$ cat src/rtl/ram_arbiter.sv
// Two-port round-robin arbiter in front of a single-port RAM.
// Each access walks IDLE -> ISSUE -> DONE, so ack arrives on the third cycle.
module ram_arbiter #(
  parameter int AW = 10,
  parameter int DW = 32
) (
  input  logic          clock,
  input  logic          reset,
  input  logic          req0,
  input  logic          req1,
  input  logic          write0,
  input  logic          write1,
  input  logic [AW-1:0] addr0,
  input  logic [AW-1:0] addr1,
  input  logic [DW-1:0] value0,
  input  logic [DW-1:0] value1,
  output logic          ack0,
  output logic          ack1,
  output logic [DW-1:0] rdata,
  output logic          busy,
  output logic [AW-1:0] ram_addr,
  output logic          ram_write,
  output logic [DW-1:0] ram_value,
  input  logic [DW-1:0] result
);

  typedef enum logic [1:0] {
    IDLE  = 2'd0,
    ISSUE = 2'd1,
    DONE  = 2'd2
  } state_t;

  state_t        state_reg, state_next;
  logic          ptr_reg, ptr_next;
  logic          grant_reg, grant_next;
  logic          write_reg, write_next;
  logic [AW-1:0] addr_reg, addr_next;
  logic [DW-1:0] value_reg, value_next;

  logic [1:0]    req_vec;
  logic [1:0]    write_vec;
  logic [1:0]    ack_vec;
  logic [AW-1:0] addr_vec  [2];
  logic [DW-1:0] value_vec [2];
  logic          sel;

  assign req_vec      = {req1, req0};
  assign write_vec    = {write1, write0};
  assign addr_vec[0]  = addr0;
  assign addr_vec[1]  = addr1;
  assign value_vec[0] = value0;
  assign value_vec[1] = value1;

  // Contention goes to the pointer's port; otherwise the lone requester wins.
  always_comb begin
    sel = req_vec[1];
    if (req_vec == 2'b11) begin
      sel = ptr_reg;
    end
  end

  always_comb begin
    state_next = state_reg;
    ptr_next   = ptr_reg;
    grant_next = grant_reg;
    write_next = write_reg;
    addr_next  = addr_reg;
    value_next = value_reg;
    case (state_reg)
      IDLE: begin
        if (|req_vec) begin
          grant_next = sel;
          ptr_next   = ~sel;
          write_next = write_vec[sel];
          addr_next  = addr_vec[sel];
          value_next = value_vec[sel];
          state_next = ISSUE;
        end
      end
      ISSUE:   state_next = DONE;
      DONE:    state_next = IDLE;
      default: state_next = IDLE;
    endcase
  end

  always_ff @(posedge clock) begin
    if (reset) begin
      state_reg <= IDLE;
      ptr_reg   <= 1'b0;
      grant_reg <= 1'b0;
      write_reg <= 1'b0;
      addr_reg  <= '0;
      value_reg <= '0;
    end else begin
      state_reg <= state_next;
      ptr_reg   <= ptr_next;
      grant_reg <= grant_next;
      write_reg <= write_next;
      addr_reg  <= addr_next;
      value_reg <= value_next;
    end
  end

  // Gating with reset aborts an in-flight access without a stray ack.
  for (genvar gi = 0; gi < 2; gi++) begin : g_ack
    localparam logic PORT = 1'(gi);
    assign ack_vec[gi] = (state_reg == DONE) && (grant_reg == PORT) && !reset;
  end

  assign ack0      = ack_vec[0];
  assign ack1      = ack_vec[1];
  assign busy      = (state_reg != IDLE);
  assign ram_addr  = addr_reg;
  assign ram_value = value_reg;
  assign ram_write = (state_reg == ISSUE) && write_reg && !reset;
  assign rdata     = result;

endmodule

$ cat config.mk
export PLATFORM = sky130hd
export DESIGN_NAME = ram_arbiter
export DESIGN_NICKNAME = d
export VERILOG_FILES = /design/src/rtl/ram_arbiter.sv
export SDC_FILE = /design/constraint.sdc
export NUM_CORES = 1
export LEC_CHECK = 0
export BUFFER_PORTS_ARGS = -buffer_cell sky130_fd_sc_hd__clkbuf_2
export CORE_ASPECT_RATIO = 0.5
export CORE_MARGIN = 10
export CORE_UTILIZATION = 43
export DETAILED_ROUTE_END_ITERATION = 10
export GPL_TIMING_DRIVEN = 0
export PLACE_DENSITY = 0.89
export SYNTH_ARGS = -nofsm -noshare
export SYNTH_HDL_FRONTEND = slang
export SYNTH_SLANG_ARGS = --single-unit
$ cat constraint.sdc
create_clock -name clock -period 1.7 [get_ports clock]
set_input_delay 0.17 -clock clock [delete_from_list [all_inputs] [get_ports clock]]
set_output_delay 0.17 -clock clock [all_outputs]
set_load 0.03 [all_outputs]
==> results.ini <==
[yosys]
ys_ff_latch = 47
ys_seq_area_frac = 0.364
synth_top_area_frac = 0.364
synth_nets = 428
synth_area_leaders = dfxtp_1 (36%), buf_4 (14%), a311oi_1 (12%), a21oi_1 (8.7%), nand3_1 (8.5%)
yosys_warnings = 0
syn_inst = 306
post_synth.cell_area_avg_sq_um = 8.44
syn-cell-area_sq_mm = 0.00258
synth.distinct_cells = 21
synth_top_area_cell = dfxtp_1

[global_routing]
grt_usage = 0.193
grt_max_degree = 14
grt_pass1_vias = 3087
antenna_found_initial = 0
overflow = 0
grt_pass1_wl_um = 15300

[sta]
setup_tns_ps = 0
finClkSkew_ps = 3.16
fin_crit_ps = 1430
fmax_mhz = 697
hold_violations = 0
drv_slew = 0
period_share = 0.844
worst_pin_slew_ps = 632
hold_ws_ps = 111
rsz0062_at_grt = false
setup_viol = 0
max_slew_margin = 0.579

[clock_network]
clkTransAtPathRegs_ps = 60
cts_tree = yes
clockBufferDepth = 2
cts_resized = 0
cts_made_buffers = 5
clkSinkCount = 47
clk_latency_ps = 280
htreeDepth = 2
cts_hold_repair.buffers = 0
cts_setup_buffers = 0
root_buffer = clkbuf_16

[cells_and_area]
syn_to_final_growth_pct = 41.2
design_area_sq_mm = 0.00365
fin_util = 0.645
fill_cells = 485
largest_reg_flops = 32
layout-drive-gt1-share = 0.511
num-nets-final = 602
num_antenna_cells = 0

[floorplan]
die_w_um = 130
io_pins = 200
die_area_sq_mm = 0.00970
num_rows = 19
core_sq_mm = 0.00566
initial_core_util = 0.457
die_y_um = 74.8

[pwr]
seqPwrFrac = 0.376
p_switching_mw = 1.25
ir_drop_mv = 0.552
p_per_area_mw_per_mm2 = 949
combPwrFrac = 0.351
pwr-share-clk = 0.273
p_int_mw = 2.21
swShare = 0.361
p_leak_nw = 1.72

[job]
drv_cap = 0

[routing]
drtPass1Iterations = 5
drc = 0
drt-wirelength-per-cell_um = 18.6
dr.first_iter.drc_count = 288
vias = 3180
ant_nets = 0
wl_um = 10300
vias_per_cell = 5.74

[placement]
dpl_cell_area_sq_mm = 0.00351
portBuffers = 167
finalWeightedCongestion = 0.873
dp_hpwl_um = 8010

[critical_path]
reg2reg_from = state_reg[1]$_SDFFE_PP0P_
crit_type = register to register
cp-start-kind = register
end_kind = register
crit_required_ps = 1840
cp_data_arrival_time_ps = 1570
crit_start = state_reg[1]$_SDFFE_PP0P_
path_max_fanout = 10

[worst_hold_path]
hold_start = reset
hp-class = input port to register

[run_status]
status = completed

-- worst max-delay path: stages (launching register included) --
cell	delay [ps]
dfxtp_1	330
nor2_1	140
inv_1	110
nor2_2	290
buf_2	300
a311oi_1	120
-- cell usage after synthesis --
cell type  instances
nor3_1             1
nand3_1           44
and2b_2            1
clkbuf_1           8
dfxtp_1           47
a21oi_1           45
nor4b_1            1
buf_4             47
o21ai_0           43
buf_2             14
nor3b_1            1
nor2_1             1
and2_1             1
nor4bb_1           1
a311oi_2           9
o21ai_1            1
inv_1              2
a311oi_1          35
nor2_2             2
nand2b_1           1
or2_1              1
-- placed cells by master, fill, tap and decap left out, types with 2 or more instances in the layout --
master	count
inv_1	2
dfxtp_1	47
clkbuf_16	5
nand3_1	44
nor2_2	2
a21oi_1	45
a311oi_1	35
clkbuf_1	10
clkbuf_2	167
a311oi_2	9
o21ai_0	43
buf_4	47
buf_2	14
-- area by class of cell --
| class | count | area, sq um | share of cell area |
|---|---|---|---|
| flip-flops and latches | 47 | 941 | 0.258 |
| multi-input cells | 188 | 1180 | 0.324 |
| repair buffers | 167 | 836 | 0.229 |
| clock buffers | 7 | 133 | 0.0364 |
| well taps | 73 | 91.3 | 0.0250 |
| plain buffers | 69 | 453 | 0.124 |
| inverters | 2 | 7.51 | 0.00206 |
| clock inverters | 1 | 5.00 | 0.00137 |
-- kinds of logic (layout without fill, tap and decap cells) --
logic type,Yosys count,after routing,share of synthesized area
buffers and inverters,71,246,0.178
flip-flops,47,47,0.364
AND/OR/NAND/NOR,55,55,0.114
AO/OA/AOI/OAI,133,133,0.343
-- metrics by stage --
| stage | setup slack [ps] | cells | power [mW] |
|---|---|---|---|
| 2_1_floorplan | 156 | 306 | 2.14 |
| 4_1_cts | 292 | 554 | 3.46 |
| 5_1_grt | 159 | 554 | 3.61 |
| 3_5_place_dp | 310 | 546 | 2.53 |
| 6_report | 266 | 554 | 3.46 |
| 3_3_place_gp | 328 | 546 | 2.51 |
-- worst paths after layout --
kind                                                  end  slack (ps)  depth (start not counted)
worst max-delay path            ram_value[9]$_SDFFE_PP0P_         270                          5
worst min-delay path            state_reg[1]$_SDFFE_PP0P_         110                          2
worst max register to register  ram_value[9]$_SDFFE_PP0P_         270                          5
worst min register to register  state_reg[1]$_SDFFE_PP0P_         480                          1
-- power groups by stage --
| stage | registers (mW) | logic, mW | clock network, mW |
|---|---|---|---|
| after floorplan | 1.55 | 0.592 | 0 |
| after global placement | 1.32 | 1.20 | 0 |
| after detailed placement | 1.32 | 1.21 | 0 |
| after CTS | 1.30 | 1.22 | 0.944 |
| after global routing | 1.32 | 1.31 | 0.989 |
| final | 1.30 | 1.22 | 0.944 |
-- per-layer routing --
layer  share of wire  vias up  global-route usage
met4           0.045        0              0.0916
met1            0.35     1448               0.207
met5               0        -                   0
li1                -     1477                   -
met2            0.50      219               0.346
met3            0.10       36              0.0631
Power figures use the tool's default switching activity.
